$ cat config.mk
export PLATFORM = sky130hd
export DESIGN_NAME = cv32e40px_xif_copro_responder
export DESIGN_NICKNAME = d
export VERILOG_FILES = /design/src/rtl/cv32e40px_core_v_xif_pkg.sv /design/src/rtl/cv32e40px_xif_copro_responder.sv
export SDC_FILE = /design/constraint.sdc
export NUM_CORES = 2
export LEC_CHECK = 0
export BUFFER_PORTS_ARGS = -buffer_cell sky130_fd_sc_hd__buf_2
export CELL_PAD_IN_SITES_DETAIL_PLACEMENT = 0
export CELL_PAD_IN_SITES_GLOBAL_PLACEMENT = 2
export CORE_ASPECT_RATIO = 0.5
export CORE_UTILIZATION = 41
export DETAILED_ROUTE_END_ITERATION = 12
export PLACE_DENSITY = 0.82
export SETUP_SLACK_MARGIN = 0.15
export SYNTH_ARGS = -nofsm -noshare
export SYNTH_HDL_FRONTEND = slang
export SYNTH_SLANG_ARGS = --single-unit
$ cat constraint.sdc
create_clock -name clk_i -period 12.5 [get_ports clk_i]
set_input_delay 0.625 -clock clk_i [delete_from_list [all_inputs] [get_ports clk_i]]
set_output_delay 0.625 -clock clk_i [all_outputs]
set_load 0.01 [all_outputs]
$ cat src/rtl/cv32e40px_core_v_xif_pkg.sv
// CORE-V-XIF type definitions shared by the cv32e40px core and its coprocessors.
// Field widths follow the 32-bit core with a 4-bit instruction id.
package cv32e40px_core_v_xif_pkg;

    localparam int unsigned X_ID_WIDTH  = 4;
    localparam int unsigned XLEN        = 32;
    localparam int unsigned X_NUM_RS    = 6;
    localparam int unsigned X_RFR_WIDTH = 32;
    localparam int unsigned X_RFW_WIDTH = 32;

    typedef struct packed {
        logic [31:0] instr;
        logic        accept;
    } x_compressed_resp_t;

    typedef struct packed {
        logic [31:0]                            instr;
        logic [1:0]                             mode;
        logic [X_ID_WIDTH-1:0]                  id;
        logic [X_NUM_RS-1:0][X_RFR_WIDTH-1:0]   rs;
        logic [X_NUM_RS-1:0]                    rs_valid;
        logic [5:0]                             ecs;
        logic                                   ecs_valid;
    } x_issue_req_t;

    typedef struct packed {
        logic accept;
        logic writeback;
        logic dualwrite;
        logic dualread;
        logic loadstore;
        logic ecswrite;
        logic exc;
    } x_issue_resp_t;

    typedef struct packed {
        logic [X_ID_WIDTH-1:0] id;
        logic                  commit_kill;
    } x_commit_t;

    typedef struct packed {
        logic [X_ID_WIDTH-1:0]  id;
        logic [X_RFW_WIDTH-1:0] data;
        logic [4:0]             rd;
        logic                   we;
        logic [5:0]             ecsdata;
        logic [2:0]             ecswe;
        logic                   exc;
        logic [5:0]             exccode;
        logic                   err;
        logic                   dbg;
    } x_result_t;

endpackage

$ cat src/rtl/cv32e40px_xif_copro_responder.sv
// Custom-0 coprocessor endpoint: accepts MAC/ADD3/MAXU/ABSDIFF, buffers them in
// issue order until commit/kill, executes the head over LATENCY cycles and returns results in order.
module cv32e40px_xif_copro_responder
    import cv32e40px_core_v_xif_pkg::*;
#(
    parameter int unsigned DEPTH   = 4,
    parameter int unsigned LATENCY = 2,
    parameter logic [6:0]  OPCODE  = 7'b0001011
) (
    input  logic               clk_i,
    input  logic               rst_i,
    input  logic               x_compressed_valid_i,
    output logic               x_compressed_ready_o,
    output x_compressed_resp_t x_compressed_resp_o,
    input  logic               x_issue_valid_i,
    output logic               x_issue_ready_o,
    input  x_issue_req_t       x_issue_req_i,
    output x_issue_resp_t      x_issue_resp_o,
    input  logic               x_commit_valid_i,
    input  x_commit_t          x_commit_i,
    output logic               x_result_valid_o,
    input  logic               x_result_ready_i,
    output x_result_t          x_result_o
);

    localparam int unsigned PW = $clog2(DEPTH);
    localparam int unsigned CW = (LATENCY > 1) ? $clog2(LATENCY) : 1;

    typedef enum logic [1:0] {IDLE, EXEC, RESP} state_e;

    state_e          state_q, state_d;
    logic [CW-1:0]   cnt_q, cnt_d;
    x_result_t       result_q, result_d;
    logic            result_valid_q, result_valid_d;

    logic [DEPTH-1:0]      valid_q, committed_q, killed_q;
    logic [DEPTH-1:0]      valid_d, committed_d, killed_d;
    logic [DEPTH-1:0]      commit_hit;
    logic [X_ID_WIDTH-1:0] id_q  [DEPTH];
    logic [4:0]            rd_q  [DEPTH];
    logic [1:0]            op_q  [DEPTH];
    logic [XLEN-1:0]       rs1_q [DEPTH];
    logic [XLEN-1:0]       rs2_q [DEPTH];
    logic [XLEN-1:0]       rs3_q [DEPTH];
    logic [PW:0]           head_q, tail_q;
    logic [PW-1:0]         head_idx, tail_idx;

    logic [31:0]     instr;
    logic            dec_match, rs_ok, full, issue_fire, commit_new, pop;
    logic [XLEN-1:0] op_a, op_b, op_c, exec_data;
    logic            unused_inputs;

    assign instr     = x_issue_req_i.instr;
    assign dec_match = (instr[6:0] == OPCODE) && (instr[31:25] == 7'd0) && !instr[14];
    // rs3 only feeds MAC and ADD3 (funct3[1] == 0)
    assign rs_ok     = x_issue_req_i.rs_valid[0] && x_issue_req_i.rs_valid[1] &&
                       (instr[13] || x_issue_req_i.rs_valid[2]);

    assign head_idx = head_q[PW-1:0];
    assign tail_idx = tail_q[PW-1:0];
    assign full     = (head_q[PW] != tail_q[PW]) && (head_idx == tail_idx);

    assign x_issue_ready_o = dec_match ? (!full && rs_ok) : 1'b1;
    assign issue_fire      = x_issue_valid_i && x_issue_ready_o && dec_match;
    assign commit_new      = x_commit_valid_i && issue_fire && (x_commit_i.id == x_issue_req_i.id);

    always_comb begin
        x_issue_resp_o           = '0;
        x_issue_resp_o.accept    = dec_match;
        x_issue_resp_o.writeback = dec_match;
    end

    assign x_compressed_ready_o = 1'b1;
    assign x_compressed_resp_o  = '0;
    assign unused_inputs        = ^{x_compressed_valid_i, x_issue_req_i};

    for (genvar gi = 0; gi < DEPTH; gi++) begin : g_entry
        logic is_head, is_tail;
        assign is_head         = pop && (head_idx == PW'(gi));
        assign is_tail         = issue_fire && (tail_idx == PW'(gi));
        assign commit_hit[gi]  = x_commit_valid_i && valid_q[gi] && !committed_q[gi] &&
                                 (id_q[gi] == x_commit_i.id);
        assign valid_d[gi]     = is_tail | (valid_q[gi] & ~is_head);
        assign committed_d[gi] = is_tail ? commit_new : (committed_q[gi] | commit_hit[gi]);
        assign killed_d[gi]    = is_tail ? (commit_new & x_commit_i.commit_kill)
                                         : (commit_hit[gi] ? x_commit_i.commit_kill : killed_q[gi]);
    end

    always_ff @(posedge clk_i or posedge rst_i) begin
        if (rst_i) begin
            valid_q     <= '0;
            committed_q <= '0;
            killed_q    <= '0;
            head_q      <= '0;
            tail_q      <= '0;
        end else begin
            valid_q     <= valid_d;
            committed_q <= committed_d;
            killed_q    <= killed_d;
            if (pop)        head_q <= head_q + (PW+1)'(1);
            if (issue_fire) tail_q <= tail_q + (PW+1)'(1);
        end
    end

    // Payload storage needs no reset: it is only observed through valid entries.
    always_ff @(posedge clk_i) begin
        if (issue_fire) begin
            id_q[tail_idx]  <= x_issue_req_i.id;
            rd_q[tail_idx]  <= instr[11:7];
            op_q[tail_idx]  <= instr[13:12];
            rs1_q[tail_idx] <= x_issue_req_i.rs[0];
            rs2_q[tail_idx] <= x_issue_req_i.rs[1];
            rs3_q[tail_idx] <= x_issue_req_i.rs[2];
        end
    end

    assign op_a = rs1_q[head_idx];
    assign op_b = rs2_q[head_idx];
    assign op_c = rs3_q[head_idx];

    always_comb begin
        exec_data = '0;
        case (op_q[head_idx])
            2'd0:    exec_data = op_a * op_b + op_c;
            2'd1:    exec_data = op_a + op_b + op_c;
            2'd2:    exec_data = (op_a >= op_b) ? op_a : op_b;
            default: exec_data = (op_a >= op_b) ? (op_a - op_b) : (op_b - op_a);
        endcase
    end

    always_ff @(posedge clk_i or posedge rst_i) begin
        if (rst_i) begin
            state_q        <= IDLE;
            cnt_q          <= '0;
            result_q       <= '0;
            result_valid_q <= 1'b0;
        end else begin
            state_q        <= state_d;
            cnt_q          <= cnt_d;
            result_q       <= result_d;
            result_valid_q <= result_valid_d;
        end
    end

    always_comb begin
        state_d        = state_q;
        cnt_d          = cnt_q;
        result_d       = result_q;
        result_valid_d = result_valid_q;
        pop            = 1'b0;
        case (state_q)
            IDLE: begin
                if (valid_q[head_idx] && committed_q[head_idx]) begin
                    if (killed_q[head_idx]) begin
                        pop = 1'b1;
                    end else begin
                        state_d = EXEC;
                        cnt_d   = CW'(LATENCY - 1);
                    end
                end
            end
            EXEC: begin
                if (cnt_q == '0) begin
                    state_d        = RESP;
                    result_valid_d = 1'b1;
                    result_d       = '0;
                    result_d.id    = id_q[head_idx];
                    result_d.data  = exec_data;
                    result_d.rd    = rd_q[head_idx];
                    result_d.we    = 1'b1;
                end else begin
                    cnt_d = cnt_q - CW'(1);
                end
            end
            RESP: begin
                if (x_result_ready_i) begin
                    pop            = 1'b1;
                    result_valid_d = 1'b0;
                    state_d        = IDLE;
                end
            end
            default: state_d = IDLE;
        endcase
    end

    assign x_result_valid_o = result_valid_q;
    assign x_result_o       = result_q;

endmodule
==> impl_metrics.env <==
export IMPL_rrSetupSlack_ns=2.23
export IMPL_layoutNonFillerInstCount=5445
export IMPL_grt_pass1_vias=30202
export IMPL_post_cts_resize_count=0
export IMPL_critPathRequiredTime_ns=12.97
export IMPL_cp_arrival_ns=10.74
export IMPL_drc=0
export IMPL_die_y_um=228
export IMPL_cts_made_buffers=47
export IMPL_grt_max_degree=68
export IMPL_r2r_end="x_result_o[54]"
export IMPL_syn_area_um2=41900
export IMPL_max_slew_margin_pct=28.1
export IMPL_antenna_found_initial=6
export IMPL_crit_path_start="head_q[1]"
export IMPL_die_x_um=454
export IMPL_cap_violations=0
export IMPL_crit_type="flip-flop to flip-flop"
export IMPL_cp_top_family="adder cells"
export IMPL_crit_cells=33
export IMPL_crit_end="x_result_o[54]"
export IMPL_ys_warn_count=0
export IMPL_critPathMostFrequentCell="fa_1"
export IMPL_syn_inst=3921
export IMPL_dp_cells=5356
export IMPL_cts_sinks=492
export IMPL_grt_pass1_wl_um=209000
export IMPL_synth_area_per_cell_um2=10.7
export IMPL_grt_usage_pct=27.8
export IMPL_drtIter0Drc=2699
export IMPL_synthArstFlopShare_pct=13.0
export IMPL_grt_ovfl_total=0
export IMPL_cpPeakStageDelay_ns=0.97
export IMPL_core_area_um2=101000
export IMPL_wirelength_um=143000
export IMPL_startpoint_type="flip-flop"
export IMPL_wl_per_cell_um=26.2
export IMPL_place_congestion=0.992
export IMPL_ys_types=70
export IMPL_cts_setup_buffers=0
export IMPL_status="complete, no violations"
export IMPL_slew_viol_final=0
export IMPL_post_dp_hpwl_um=109000
export IMPL_rsz0062_at_grt="no"
export IMPL_path_buf_inv=8
export IMPL_min_period_over_period_pct=82.2
export IMPL_via_count=29814
export IMPL_mostFrequentLayoutCells="583 x inv_1, 472 x fa_1, 451 x nand2_1, 428 x edfxtp_1, 404 x nor2_1"
export IMPL_skew_ns=0.0700
export IMPL_dr_pass1_iters=6
export IMPL_setup_tns_ns=0
export IMPL_ant_nets=0
export IMPL_nFillCells=9452
export IMPL_start_util_pct=41.6
export IMPL_path_max_fanout=51
export IMPL_hp_class="input pin to flip-flop"
export IMPL_holdBufCountCts=0
export IMPL_tightestPinTransition_ns=1.08
export IMPL_cts_root_buf="clkbuf_16"
export IMPL_synth_edf_count=428
export IMPL_layout_commonest_cell="inv_1"
export IMPL_clkLatencyLatePin_ns=0.63
export IMPL_fp_dieArea_um2=103000
export IMPL_dominantRegCellSynth="edfxtp_1"
export IMPL_clk_pin_slew_ns=0.11
export IMPL_holdWs_ns=0.203
export IMPL_io_buffers=180
export IMPL_endpoint_kind="flip-flop"
export IMPL_nets=5028
export IMPL_slowest_stage="dfrtp_4"
export IMPL_reg2reg_depth=33
export IMPL_cts_max_level=2
export IMPL_io_pins=357
export IMPL_drive_gt1_share_pct=11.4
export IMPL_num_rows=82
export IMPL_synth_seq_area_share_pct=34.5
export IMPL_cts_buffer_depth=3
export IMPL_hold_viol_final=0
export IMPL_synth_seq_cells=492
export IMPL_area_growth_pct=9.14
export IMPL_fmax_mhz=97.4
export IMPL_period_minus_slack_ns=10.27
export IMPL_finalSetupViolations=0
export IMPL_viasPerCell=5.48
export IMPL_rr_startpoint="head_q[1]"
export IMPL_cts_tree="done"
## metrics by stage
stage | utilization [%] | worst slack (ns) | cell area (um2)
final | 45.4 | 2.23 | 45700
after global routing | 45.4 | 1.70 | 45700
after CTS | 45.4 | 2.34 | 45700
after detailed placement | 43.9 | 2.35 | 44200
after global placement | 43.9 | 2.38 | 44200
after floorplan | - | 3.50 | 42100
## per-layer routing
layer / GRT usage (%) / vias to the layer above / part of all wire [%]
met1: 41.1 / 15417 / 45
met2: 41.7 / 1187 / 44
met4: 5.31 / 4 / 1.9
met3: 6.71 / 148 / 9.1
met5: 0 / - / 0.015
li1: - / 13058 / -
## synth_stat cells, drive strengths merged, types with 4 or more instances
cell type / instances / area share [%]
inv: 587 / 5.3
fa: 472 / 23
nand2: 457 / 4.1
edfxtp: 428 / 31
nor2: 404 / 3.6
ha: 241 / 7.2
a21oi: 168 / 2.0
o21ai: 149 / 1.9
xnor2: 122 / 2.6
buf: 121 / 1.9
clkbuf: 106 / 0.95
mux2i: 78 / 1.9
dfrtp: 64 / 3.8
mux4: 62 / 3.3
xor2: 50 / 1.0
a21o: 49 / 0.88
o211ai: 40 / 0.72
mux2: 34 / 0.91
a211oi: 31 / 0.56
o21bai: 30 / 0.54
nand4: 23 / 0.36
nor3: 23 / 0.27
a31oi: 22 / 0.33
nand3: 21 / 0.25
clkinv: 16 / 0.14
nor2b: 14 / 0.21
o21a: 11 / 0.20
o31ai: 10 / 0.18
or3: 7 / 0.10
a221oi: 6 / 0.13
and2: 6 / 0.090
and3: 6 / 0.090
nand2b: 6 / 0.090
nor4: 6 / 0.090
a2111oi: 4 / 0.087
a21boi: 4 / 0.072
o2111ai: 4 / 0.084
## final cells by class
type	count	area, um2	share of cell area, %
inverter	603	2270	4.97
timing repair buffer	263	1520	3.33
tap	1344	1680	3.68
clock buffer	54	1220	2.67
multi-input combinational	2654	24200	53.0
clock inverter	33	305	0.668
antenna	2	5.00	0.0110
sequential	492	14500	31.6
## worst min-delay path by stage
| stage | from | end | slack [ns] | cells after the start |
|---|---|---|---|---|
| after floorplan | state_q[1] | state_q[0] | 0.45 | 1 |
| after global placement | x_result_o[18] | x_result_o[18] | 0.44 | 1 |
| after detailed placement | x_result_o[18] | x_result_o[18] | 0.45 | 1 |
| after CTS | x_issue_req_i[34] | rs1_q[1][21] | 0.18 | 1 |
| after global routing | x_issue_req_i[34] | rs1_q[1][21] | 0.19 | 1 |
| final | x_issue_req_i[34] | rs1_q[1][21] | 0.20 | 1 |
## cells by family after synthesis
family                   Yosys count  share of synthesized area [%]
buffers and inverters            830                           8.24
flip-flops                       492                           34.5
AND/OR/NAND/NOR                  980                           9.44
adder cells (fa/ha/maj)          713                           29.8
AO/OA/AOI/OAI                    558                           8.30
multiplexers                     174                           6.11
XOR/XNOR                         172                           3.60
other                              2                         0.0179
## sequential cells by signal (all words and copies together), names as in the netlist
register          cells
valid_q               4
head_q                3
state_q               2
tail_q                3
id_q                 16
x_result_valid_o      1
op_q                  8
committed_q           4
rd_q                 20
x_result_o           42
killed_q              4
rs1_q               128
cnt_q                 1
rs3_q               128
rs2_q               128
Power is left out: the tool's default activity adds up to more than one toggle a clock period on the data nets, which glitch-free logic cannot reach.
